File: config.mk
export PLATFORM = sky130hd
export DESIGN_NAME = demux4_buf
export DESIGN_NICKNAME = d
export VERILOG_FILES = /design/src/rtl/demux4_pkg.sv /design/src/rtl/demux_slot.sv /design/src/rtl/demux4_buf.sv
export SDC_FILE = /design/constraint.sdc
export NUM_CORES = 1
export LEC_CHECK = 0
export BUFFER_PORTS_ARGS = -buffer_cell sky130_fd_sc_hd__buf_2
export CAP_MARGIN = 20
export CORE_ASPECT_RATIO = 0.6
export CORE_MARGIN = 3
export CORE_UTILIZATION = 48
export DETAILED_ROUTE_END_ITERATION = 8
export PLACE_DENSITY = 0.76
export SYNTH_ARGS = -nofsm -noshare
export SYNTH_HDL_FRONTEND = slang
export SYNTH_SLANG_ARGS = --single-unit
File: constraint.sdc
create_clock -name clk -period 1.4 [get_ports clk]
set_input_delay 0.14 -clock clk [delete_from_list [all_inputs] [get_ports clk]]
set_output_delay 0.14 -clock clk [all_outputs]
set_load 0.02 [all_outputs]
File: src/rtl/demux4_pkg.sv
// demux4_pkg: shared types and sizes for the demux4_buf slice.
// Sizes: SEL_W select bits, N_OUT channels, WIDTH default data width, CNT_W stats width.
package demux4_pkg;

  localparam int SEL_W = 2;
  localparam int N_OUT = 1 << SEL_W;
  localparam int WIDTH = 32;
  localparam int CNT_W = 16;

  typedef logic [WIDTH-1:0] word_t;
  typedef logic [SEL_W-1:0] sel_t;

  typedef enum logic {
    SLOT_EMPTY,
    SLOT_FULL
  } slot_state_t;

endpackage

File: src/rtl/demux_slot.sv
// demux_slot: one-entry output buffer (EMPTY/FULL) with valid/ready drain side.
// Ports: clk, rst, enq, wdata, ready -> valid, data; cnt under DEMUX4_BUF_STATS_EN.
module demux_slot #(
  parameter int WIDTH = demux4_pkg::WIDTH
) (
  input  logic             clk,
  input  logic             rst,
  input  logic             enq,
  input  logic [WIDTH-1:0] wdata,
  input  logic             ready,
  output logic             valid,
  output logic [WIDTH-1:0] data
`ifdef DEMUX4_BUF_STATS_EN
  ,
  output logic [demux4_pkg::CNT_W-1:0] cnt
`endif
);
  import demux4_pkg::*;

  slot_state_t state;

  assign valid = (state == SLOT_FULL);

  // enq on a FULL slot only arrives while ready is high,
  // so it is a same-cycle replace: state stays FULL.
  always_ff @(posedge clk) begin
    if (rst) begin
      state <= SLOT_EMPTY;
      data  <= '0;
    end else begin
      unique case (state)
        SLOT_EMPTY: begin
          if (enq) begin
            state <= SLOT_FULL;
            data  <= wdata;
          end
        end
        SLOT_FULL: begin
          if (enq) begin
            data <= wdata;
          end else if (ready) begin
            state <= SLOT_EMPTY;
          end
        end
        default: state <= SLOT_EMPTY;
      endcase
    end
  end

`ifdef DEMUX4_BUF_STATS_EN
  // Free-running dequeue count, wraps naturally.
  always_ff @(posedge clk) begin
    if (rst) begin
      cnt <= '0;
    end else if (valid && ready) begin
      cnt <= cnt + 1'b1;
    end
  end
`else
  // No dequeue counter in this build.
`endif

endmodule

File: src/rtl/demux4_buf.sv
// demux4_buf: 1-to-4 buffered demux; in_sel steers in_data to one slot.
// Ports: in_valid/in_ready/in_data/in_sel, out_valid/out_ready/out_data; stat_cnt if DEMUX4_BUF_STATS_EN.
module demux4_buf #(
  parameter int WIDTH = demux4_pkg::WIDTH
) (
  input  logic                                     clk,
  input  logic                                     rst,
  input  logic                                     in_valid,
  output logic                                     in_ready,
  input  logic [WIDTH-1:0]                         in_data,
  input  demux4_pkg::sel_t                         in_sel,
  output logic [demux4_pkg::N_OUT-1:0]             out_valid,
  input  logic [demux4_pkg::N_OUT-1:0]             out_ready,
  output logic [demux4_pkg::N_OUT-1:0][WIDTH-1:0]  out_data
`ifdef DEMUX4_BUF_STATS_EN
  ,
  output logic [demux4_pkg::N_OUT-1:0][demux4_pkg::CNT_W-1:0] stat_cnt
`endif
);
  import demux4_pkg::*;

  logic [N_OUT-1:0] enq;

  // Head-of-line: only the selected slot gates the input.
  assign in_ready = !out_valid[in_sel] || out_ready[in_sel];

  always_comb begin
    enq = '0;
    for (int i = 0; i < N_OUT; i++) begin
      enq[i] = in_valid && in_ready && (in_sel == sel_t'(i));
    end
  end

  for (genvar g = 0; g < N_OUT; g++) begin : g_slot
    demux_slot #(
      .WIDTH(WIDTH)
    ) u_slot (
      .clk  (clk),
      .rst  (rst),
      .enq  (enq[g]),
      .wdata(in_data),
      .ready(out_ready[g]),
      .valid(out_valid[g]),
      .data (out_data[g])
`ifdef DEMUX4_BUF_STATS_EN
      ,
      .cnt  (stat_cnt[g])
`endif
    );
  end

endmodule

==> results_dict.tcl <==
set metrics [dict create \
    fin_crit_ns 1.73 \
    die_area_um2 12400 \
    rsz0062_at_grt "yes" \
    reg2reg_slack_ns 0.05 \
    numCtsBuffers 17 \
    synth_nets 516 \
    reg2regPathDepth 6 \
    drv_cap 0 \
    ys_seq_elements 132 \
    drt_iter0_markers 141 \
    power_density_nw_per_um2 1350 \
    maxSlewViolCount 0 \
    startpoint_type "flip-flop" \
    final_cells 796 \
    final_core_util_pct 65.7 \
    post-route-cell-area_um2 7010 \
    cp.required_ns 1.26 \
    die_height_um 87.4 \
    dp_cells 761 \
    grt_pass1_wl_um 20500 \
    peakVddDrop_mv 0.985 \
    synth_cells 475 \
    skew_ns 0.00888 \
    grt_max_degree 52 \
    hold_end "g_slot[2].u_slot.valid" \
    rows 29 \
    final-setup-viol-count 1 \
    fp.dieW_um 142 \
    violations "setup timing" \
    synth.area.top_cells "dfxtp_1 (50%), mux2i_1 (24%), nand2b_1 (19%), clkbuf_1 (1.3%), buf_6 (1.3%)" \
    wl_um 13500 \
    clock_sinks 132 \
    fmax_ghz 0.577 \
    tritoncts "built" \
    via_count 3920 \
    first_global_vias 3929 \
    p_total_mw 9.48 \
    crit_arrival_ns 1.59 \
    drt-wirelength-per-cell_um 17.0 \
    gr-total-overflow 0 \
    ioPinCount 174 \
    holdPathStages 3 \
    ant_nets 0 \
    cts_max_path_buffers 2 \
    slew-limit-headroom_pct 76.2 \
    yosysSeqAreaShare_pct 49.8 \
    setup_tns_ns -0.334 \
    drtPass1Iterations 4 \
    htreeDepth 4 \
    antenna_found_initial 0 \
    cp_max_fo 2 \
    drc 0 \
    drive_above_1_share_pct 34.4 \
    cts.clk_slew.worst_paths_ns 0.06 \
    worstMarginPinSlew_ns 0.356 \
    hold_violations 0 \
    yosysTopAreaCell "dfxtp_1" \
    min_path_type "in -> reg" \
    worst_r2r_endpoint "g_slot[2].u_slot.data[8]" \
    clock-root-buffer "clkbuf_16" \
    syn_to_final_growth_pct 32.2 \
    yosys_warnings 0 \
    gp_congestion 0.765 \
    syn_area_um2 5310 \
    fin_crit_sh_pct 124 \
    fin_ws_ns -0.334 \
    synth_top_area_share_pct 49.8 \
    initial_core_util_pct 49.7 \
    core_region_area_um2 10700 \
    cp-end-kind "output port" \
    layout.nets 687 \
    port_buffers 173 \
    dpl.hpwl_um 9010 \
    place_area_um2 6290 \
    reg2reg_from "g_slot[2].u_slot.valid" \
    via_per_inst 4.92 \
    syn_avg_cell_area_um2 11.2 \
    p_leak_nw 3.63 \
    diodes 0 \
    hp-start "out_ready[2]" \
    grt.total_usage_pct 21.3 \
    worstSetupPathType "reg -> out" \
    worst_skew_pair.late_latency_ns 0.40 \
    status "finished, violations left" \
    yosysUniqueCellTypes 20 \
]
[per-stage QoR]
stage               hold slack (ns)  worst slack, ns
finish                       0.0459           -0.334
global route                 0.0664           -0.400
CTS                          0.0244           -0.352
detailed placement            0.454           0.0321
global placement              0.446           0.0668
floorplan                     0.325            0.124
[layout by cell type, fill, tap and decap left out, types with 2 or more instances in the layout]
cell type,count
bufinv_16,3
clkbuf_8,5
buf_6,2
clkinv_2,2
a21oi_1,4
mux2i_1,127
buf_2,171
buf_12,7
clkinvlp_4,2
clkbuf_16,19
buf_4,6
dfxtp_1,131
nand2b_1,163
[worst max-delay path: stages, from the launching register on]
cell     delay, ns
dfxtp_2       0.32
or2b_1        0.24
mux4_2        0.48
buf_6         0.15
[Yosys cell counts (all sizes together)]
master	instances
nand4	1
buf	19
and2b	1
and3	1
a21oi	4
mux2i	128
clkbuf	18
nor3	1
or2b	1
or3	1
nand3b	1
mux4	1
nor2b	1
nand2	1
nand3	1
nand2b	163
dfxtp	132
[state kept, by name, indices dropped and copies added (netlist names)]
signal and cells:
g_slot.u_slot.data 128, g_slot.u_slot.valid 4
[per-layer routing]
metal / up-vias / share of wire (%) / GRT usage, % / wire length, um
met1: 1882 / 47 / 28.0 / 6300
li1: 1905 / - / - / -
met5: - / 0 / 0 / 0
met4: 0 / 0.58 / 6.79 / 78
met2: 127 / 44 / 32.1 / 6010
met3: 6 / 8.5 / 8.78 / 1150
[final cells by class]
type                       instances  area (um2)
tap                              139         174
timing repair buffer             189        1140
fill                             863        3650
sequential                       132        2640
clock buffer                      22         494
clock inverter                     8         124
multi-input combinational        306        2440
[worst max path at each step]
| stage | startpoint | endpoint | slack [ns] | cells after the start |
|---|---|---|---|---|
| floorplan | g_slot[2].u_slot.valid | in_ready | 0.12 | 2 |
| detailed placement | g_slot[2].u_slot.valid | in_ready | 0.03 | 3 |
| global placement | g_slot[2].u_slot.valid | in_ready | 0.07 | 3 |
| CTS | g_slot[2].u_slot.valid | in_ready | -0.35 | 3 |
| finish | g_slot[2].u_slot.valid | in_ready | -0.33 | 3 |
| global route | g_slot[2].u_slot.valid | in_ready | -0.40 | 3 |
[kinds of logic after synthesis]
group                  synth area share, %
AO/OA/AOI/OAI                        0.377
buffers and inverters                 4.48
AND/OR/NAND/NOR                       20.7
multiplexers                          24.6
flip-flops                            49.8
[repair_timing]
item,CTS,global route
hold buffers,0,0
pin swaps,0,2
hold endpoints to repair,0,0
setup buffers,1,1
cloned,0,3
resized for setup,5,2
endpoints found under the setup margin,1,26
[power by group]
part | switching, mW | leakage (nW) | internal, mW
Clock | 1.59 | 0.300 | 3.02
Combinational | 0.511 | 2.25 | 0.389
Sequential | 0.0733 | 1.07 | 3.89
Power figures use the tool's default switching activity.
